===== src/rtl/pipeline_pkg.sv =====
// ============================================================================
// pipeline_pkg : opcodes, control-bundle widths and hazard FSM states.
// Revision     : 1.0
// ============================================================================
`default_nettype none

package pipeline_pkg;

  localparam int OPC_BITS = 6;

  localparam logic [OPC_BITS-1:0] RTYPE = 6'b000000;
  localparam logic [OPC_BITS-1:0] LW    = 6'b100011;
  localparam logic [OPC_BITS-1:0] SW    = 6'b101011;
  localparam logic [OPC_BITS-1:0] BEQ   = 6'b000100;
  localparam logic [OPC_BITS-1:0] NOP   = 6'b100000;

  localparam int EX_W = 4;
  localparam int M_W  = 3;
  localparam int WB_W = 2;

  typedef enum logic [1:0] {
    RUN        = 2'd0,
    LOAD_STALL = 2'd1,
    MEM_WAIT   = 2'd2
  } hc_state_t;

  // LW writes rt rather than reading it, so only these read rt as a source.
  function automatic logic uses_rt(input logic [OPC_BITS-1:0] opc);
    case (opc)
      RTYPE, SW, BEQ: uses_rt = 1'b1;
      default:        uses_rt = 1'b0;
    endcase
  endfunction

endpackage

`default_nettype wire


===== src/rtl/hazard_perf_cnt.sv =====
// ============================================================================
// hazard_perf_cnt : three saturating event counters (stall, flush, wait).
// Revision        : 1.0
// ============================================================================
`default_nettype none

module hazard_perf_cnt #(
  parameter int CNT_W = 32
) (
  input  logic             clk,
  input  logic             rst_n,
  input  logic             stall_ev,
  input  logic             flush_ev,
  input  logic             wait_ev,
  output logic [CNT_W-1:0] stall_cnt,
  output logic [CNT_W-1:0] flush_cnt,
  output logic [CNT_W-1:0] wait_cnt
);

  logic [2:0]       ev;
  logic [CNT_W-1:0] cnt [3];

  assign ev = {wait_ev, flush_ev, stall_ev};

  for (genvar i = 0; i < 3; i++) begin : g_cnt
    logic [CNT_W-1:0] cnt_q, cnt_d;

    always_comb begin
      cnt_d = cnt_q;
      if (ev[i] && (cnt_q != {CNT_W{1'b1}})) cnt_d = cnt_q + CNT_W'(1);
    end

    always_ff @(posedge clk or negedge rst_n) begin
      if (!rst_n) cnt_q <= '0;
      else        cnt_q <= cnt_d;
    end

    assign cnt[i] = cnt_q;
  end

  assign stall_cnt = cnt[0];
  assign flush_cnt = cnt[1];
  assign wait_cnt  = cnt[2];

endmodule

`default_nettype wire


===== src/rtl/hazard_control.sv =====
// ============================================================================
// hazard_control : load-use stall, branch flush and memory-freeze sequencing
//                  for a 5-stage MIPS pipeline. Perf counters with
//                  HAZARD_PERF_CNT_EN.
// Revision       : 1.0
// ============================================================================
`default_nettype none

module hazard_control
  import pipeline_pkg::*;
#(
  parameter int REG_W   = 5,
  parameter int OPC_W   = 6,
  parameter int TIMEOUT = 64,
  parameter int CNT_W   = 32
) (
  input  logic             clk,
  input  logic             rst_n,
  input  logic [OPC_W-1:0] id_opcode,
  input  logic [REG_W-1:0] id_rs,
  input  logic [REG_W-1:0] id_rt,
  input  logic             ex_mem_read,
  input  logic [REG_W-1:0] ex_rt,
  input  logic             mem_branch_taken,
  input  logic             mem_access,
  input  logic             dmem_ready,
  output logic             pc_write,
  output logic             ifid_write,
  output logic             pipe_en,
  output logic             idex_bubble,
  output logic             flush_ifid,
  output logic             flush_idex,
  output logic             flush_exmem,
  output logic             mem_timeout,
  output logic [CNT_W-1:0] stall_cnt,
  output logic [CNT_W-1:0] flush_cnt,
  output logic [CNT_W-1:0] wait_cnt
);

  localparam int WAIT_W = $clog2(TIMEOUT + 1);

  hc_state_t   state_q, state_d;
  logic [WAIT_W-1:0] wait_q, wait_d;
  logic        mem_timeout_q, mem_timeout_d;
  logic        hazard, freeze, do_flush, do_stall;

  always_comb begin
    hazard   = ex_mem_read && (ex_rt != '0) &&
               ((ex_rt == id_rs) || (uses_rt(id_opcode) && (ex_rt == id_rt)));
    freeze   = !dmem_ready && (mem_access || (state_q == MEM_WAIT));
    do_flush = mem_branch_taken && !freeze;
    do_stall = hazard && (state_q != LOAD_STALL) && !mem_branch_taken && !freeze;

    pc_write    = 1'b1;
    ifid_write  = 1'b1;
    pipe_en     = 1'b1;
    idex_bubble = 1'b0;
    flush_ifid  = 1'b0;
    flush_idex  = 1'b0;
    flush_exmem = 1'b0;
    state_d     = RUN;

    if (freeze) begin
      pc_write   = 1'b0;
      ifid_write = 1'b0;
      pipe_en    = 1'b0;
      state_d    = MEM_WAIT;
    end else if (do_flush) begin
      flush_ifid  = 1'b1;
      flush_idex  = 1'b1;
      flush_exmem = 1'b1;
    end else if (do_stall) begin
      pc_write    = 1'b0;
      ifid_write  = 1'b0;
      idex_bubble = 1'b1;
      state_d     = LOAD_STALL;
    end

    // Wait count saturates at TIMEOUT and clears as soon as the freeze lifts.
    wait_d = '0;
    if (freeze) wait_d = (wait_q == WAIT_W'(TIMEOUT)) ? wait_q : wait_q + WAIT_W'(1);
    mem_timeout_d = mem_timeout_q || (wait_d == WAIT_W'(TIMEOUT));

    // Reset must force safe controls without waiting for a clock edge.
    if (!rst_n) begin
      pc_write    = 1'b0;
      ifid_write  = 1'b0;
      pipe_en     = 1'b0;
      idex_bubble = 1'b1;
      flush_ifid  = 1'b0;
      flush_idex  = 1'b0;
      flush_exmem = 1'b0;
    end
  end

  always_ff @(posedge clk or negedge rst_n) begin
    if (!rst_n) begin
      state_q       <= RUN;
      wait_q        <= '0;
      mem_timeout_q <= 1'b0;
    end else begin
      state_q       <= state_d;
      wait_q        <= wait_d;
      mem_timeout_q <= mem_timeout_d;
    end
  end

  assign mem_timeout = mem_timeout_q;

`ifdef HAZARD_PERF_CNT_EN
  hazard_perf_cnt #(
    .CNT_W (CNT_W)
  ) u_perf (
    .clk       (clk),
    .rst_n     (rst_n),
    .stall_ev  (do_stall),
    .flush_ev  (do_flush),
    .wait_ev   (freeze),
    .stall_cnt (stall_cnt),
    .flush_cnt (flush_cnt),
    .wait_cnt  (wait_cnt)
  );
`else
  assign stall_cnt = '0;
  assign flush_cnt = '0;
  assign wait_cnt  = '0;
`endif

endmodule

`default_nettype wire


===== config.mk =====
export PLATFORM = sky130hd
export DESIGN_NAME = hazard_control
export DESIGN_NICKNAME = d
export VERILOG_FILES = /design/src/rtl/pipeline_pkg.sv /design/src/rtl/hazard_perf_cnt.sv /design/src/rtl/hazard_control.sv
export SDC_FILE = /design/constraint.sdc
export NUM_CORES = 1
export LEC_CHECK = 0
export ABC_AREA = 1
export CAP_MARGIN = 20
export CORE_ASPECT_RATIO = 1.5
export CORE_MARGIN = 2
export CORE_UTILIZATION = 33
export DETAILED_ROUTE_END_ITERATION = 8
export PLACE_DENSITY_LB_ADDON = 0.05
export REMOVE_ABC_BUFFERS = 1
export SYNTH_ARGS = -nofsm -noshare
export SYNTH_HDL_FRONTEND = slang
export SYNTH_SLANG_ARGS = --single-unit

===== constraint.sdc =====
create_clock -name clk -period 2.25 [get_ports clk]
set_input_delay 0.675 -clock clk [delete_from_list [all_inputs] [get_ports clk]]
set_output_delay 0.675 -clock clk [all_outputs]
set_load 0.005 [all_outputs]

### Word-level counts from Yosys, hierarchy flattened

Index checks and enable logic that the tools add are counted.

* register bits: 10
* bits of input ports: 27
* logic and storage cells: 48

* add/subtract/negate cells: 1
* equal/unequal tests: 8
* muxes and demuxes: 19
* reductions and logical operators: 17

Operators by type and width (number)
* $mux 1: 16
* $eq 7x7->1 const B: 2
* $mux 7: 2
* $eq 5x5->1: 2
* $logic_and 1x1->1: 8
* $add 7x1->7 const B: 1
* $eq 6x3->1 const B: 1
* $eq 6x6->1 const B: 1
* $logic_not 6->1: 1
* $reduce_bool 5->1: 1
* $logic_not 1->1: 3
* $logic_or 1x1->1: 3
* $reduce_or 3->1: 1
* $eq 2x2->1 const B: 1
* $mux 2: 1
* $ne 2x1->1 const B: 1

### Logic depth before layout (Yosys ltp)

* word-level depth: 13
* mapped depth: 11
* mapped depth without buffers: 11

### Least setup slack after synthesis

No wires, ideal clock.

* path type: input to output
* from: input port mem_access
* to: output port pc_write
* data arrival time: 1432 ps
* data required time: 1575 ps
* setup slack: 143 ps
* stages on the path: 9
* buffers on the path: 1
* cell sequence: inv_1 -> a21oi_4 -> inv_1 -> nand2_1 -> nor2_1 -> nand2_1 -> nand2_1 -> nor2_1 -> buf_4

* word-level cells in the longest chain between the ends: 8

RTL lines
* start: declaration: line hazard_control.sv:25 `input logic mem_access,`
* $logic_or 1x1->1 (*): line hazard_control.sv:50 `freeze = !dmem_ready && (mem_access || (state_q == MEM_WAIT));`
* $logic_and 1x1->1 (*): line hazard_control.sv:50
* $logic_not 1->1: line hazard_control.sv:51, hazard_control.sv:52
* $logic_and 1x1->1: line hazard_control.sv:52 `do_stall = hazard && (state_q != LOAD_STALL) && !mem_branch_taken && !freeze;`
* $mux 1 (2 in series)
* $mux 1 (*) (2 in series)
* end: declaration: line hazard_control.sv:27 `output logic pc_write,`

Every way passes the cells marked *; elsewhere a longest branch is shown, timed or not.

### Worst setup path in the final report

* from: input port ex_rt[4]
* to: output port idex_bubble

* word-level cells in the longest chain between the ends: 11

RTL lines
* start: declaration: line hazard_control.sv:23 `input logic [REG_W-1:0] ex_rt,`
* $eq 5x5->1: line hazard_control.sv:49 `((ex_rt == id_rs) || (uses_rt(id_opcode) && (ex_rt == id_rt)));`
* $logic_and 1x1->1: line hazard_control.sv:49
* $logic_or 1x1->1: line hazard_control.sv:49
* $logic_and 1x1->1 (*): line hazard_control.sv:48 `hazard = ex_mem_read && (ex_rt != '0) &&`
* $logic_and 1x1->1 (*) (3 in series): line hazard_control.sv:52
* $mux 1 (*): line hazard_control.sv:72 `end else if (do_stall) begin`
* $mux 1 (*): line hazard_control.sv:68 `end else if (do_flush) begin`
* $mux 1 (*): line hazard_control.sv:63 `if (freeze) begin`
* $mux 1 (*): line hazard_control.sv:85 `if (!rst_n) begin`
* end: declaration: line hazard_control.sv:30 `output logic idex_bubble,`

Marks and branches as above.

==> flow_summary.toml <==
[global_routing]
grt_max_degree = 8
antenna_found_initial = 0
grt_overflow_total = 0
grt_pass1_vias = 1085
gr-usage-all-layers_pct = 9.78
grt_pass1_wl_mm = 4.08

[run_status]
status = "finished with violations"
violations = "setup timing"

[finish]
nets = 315
antenna_cells = 0
drive_gt1_share_pct = 24.3
area_delta_synth_final_pct = 10.5
fillers = 516

[timing]
finalWorstSetupSlack_ps = -29.7
fin_tns_setup_ps = -72.9
clock_skew_ps = 2.37
setup_viol = 3
slew_violations = 0
fin_crit_ps = 2280
report.final.hold_viol_count = 0
rsz0062_at_grt = "true"
holdWs_ps = 463
fin_crit_sh_pct = 101
max_freq_mhz = 439

[setup_path]
arrival_ps = 1600
end_kind = "output port"
crit_start = "ex_rt[4]"
timing.rr.start = "state_q[1]"
r2r-end = "state_q[0]"
cp_max_fo = 2
critPathLaunchType = "input pin"
critPathRequiredTime_ps = 1570
path_class = "in -> out"
rrSetupSlack_ps = 370
rr_worst_depth = 15
endpoint = "idex_bubble"

[drt]
num_vias = 1170
dr.pass1.iters = 3
drtIter0Drc = 19
ant_nets = 0
drc = 0
routed_wl_mm = 2.76
via_per_inst = 3.36
wire_per_inst_um = 7.92

[synth]
yosys.cell_types.count = 23
synthCells = 232
yosysWarnings = 0
synth_area_sq_um = 1570
yosysSeqAreaShare_pct = 15.9
syn_area_per_cell_sq_um = 6.78
ys_seq_elements = 10

[placed_design]
numPortBuffers = 34
dpl.hpwl_mm = 2.39
place.gp.congestion = 0.753

[clock_tree]
cts.clk_slew.worst_paths_ps = 40
numCtsBuffers = 3
cts_root_buf = "clkbuf_8"
clock_latency_ps = 230
clock_path_buffers = 2
cts_tree = "done"
cts.sinks = 10
h-tree-depth = 1
ctsHoldBuffers = 0

[power]
p_seq_share_pct = 34.7
switchingPower_w = 0.000167
clkPwrFrac_pct = 32.3
vdd_drop_max_v = 0.000109
p_per_area_nw_per_um2 = 312
finalPower_w = 0.000543
p_sw_share_pct = 30.8
p_leak_nw = 1.12
combPwrFrac_pct = 33.0
internal_power_w = 0.000376

[die]
rows = 30
die_height_um = 88.6
ios = 131
start_util_pct = 34.7
design.core.area_sq_um = 4540
chipWidth_um = 60.4
die_area_sq_um = 5350

[min_path]
worstHoldPathType = "reg -> reg"

[run]
drv_cap = 0
==> power groups by stage <==
stage          Clock, W  Combinational, W  Sequential, W
3_5_place_dp          0          0.000178       0.000191
5_1_grt        0.000188          0.000208       0.000189
2_1_floorplan         0         0.0000855       0.000190
4_1_cts        0.000182          0.000174       0.000188
6_report       0.000175          0.000179       0.000189
3_3_place_gp          0          0.000179       0.000191
==> worst min-delay path by stage <==
stage                      from           to  slack (ps)  cells past startpoint
finish              mem_timeout  mem_timeout         460                      2
global route        mem_timeout  mem_timeout         510                      2
CTS                 mem_timeout  mem_timeout         470                      2
detailed placement  mem_timeout  mem_timeout         460                      2
global placement    mem_timeout  mem_timeout         450                      2
floorplan                 rst_n  mem_timeout         380                      0
==> metrics by stage <==
stage	worst slack, ps	area (sq um)	util [%]	cells
3_3_place_gp	-848	1660	36.6	334
5_1_grt	-127	1740	38.3	348
2_1_floorplan	126	1180	-	227
4_1_cts	-10.4	1730	38.1	349
3_5_place_dp	-846	1660	36.6	334
6_report	-29.7	1740	38.3	348
==> critical path, cell delays in order <==
cell and delay, ps:
buf_6 90, buf_6 110, nand2_4 40, nand2_2 50, nor2_2 90, nand2_1 60, o21ai_1 130, nand2_1 90
nand2_2 90, buf_6 90, buf_6 80
==> flip-flops by register name, summed over array words and instances (netlist names) <==
signal,flops
state_q,2
wait_q,7
mem_timeout,1
==> what timing repair did <==
item	4_1_cts	5_1_grt
gates cloned	0	0
endpoints found under the setup margin	7	5
setup buffers	13	0
gates resized for setup	127	8
pin swaps	33	7
==> cells by family after synthesis <==
kind of cell,count (synthesis),synth area share [%]
xor gates and xnor gates,6,3.34
and+or+nand+nor,74,19.7
buffers and inverters,132,55.6
AOI/OAI and AO/OA,7,3.66
other,1,0.238
DFF,10,15.9
adders and majority gates,2,1.59
==> per-layer routing <==
layer	share of wire, %	wire length, um	vias up	track usage, %
met5	0	0	-	0
met4	1.3	36	0	3.64
met3	6.4	175	4	0.877
met2	58	1600	55	20.0
met1	34	943	514	9.60
li1	-	-	597	-
==> placed cells by master (no fill, tap or decap), types with 5 or more instances in the layout <==
cell type  count
conb_1        96
nand2_1       36
inv_1         27
buf_2         19
nor2_1        18
buf_4         17
dfrtp_1       10
buf_6          8
nand3_1        6
inv_2          5
==> synthesized netlist by cell type <==
cell      n  area share, %
buf_4    99             47
nand2_1  39            9.3
inv_1    31            7.4
nor2_1   21            5.0
dfrtp_1  10             16
nand3_1   6            1.9
xnor2_1   3            1.7
xor2_1    3            1.7
ha_1      2            1.6
nand2_2   2           0.79
nand4_1   2           0.79
nor3_1    2           0.64
o21ai_1   2           0.64
a21oi_4   1            1.0
buf_6     1           0.72
conb_1    1           0.24
inv_2     1           0.24
nand3_2   1           0.64
nor3_2    1           0.64
o211a_1   1           0.64
o21a_1    1           0.48
o21ai_0   1           0.32
o21ai_2   1           0.56
==> area by class of cell <==
type | count | area (sq um) | share of cell area [%]
well taps | 64 | 80.1 | 4.60
repair buffers | 54 | 410 | 23.6
flip-flops and latches | 10 | 250 | 14.4
multi-input cells | 185 | 837 | 48.1
inverters | 32 | 120 | 6.91
clock buffers | 3 | 41.3 | 2.37
(Power assumes the default switching activity.)
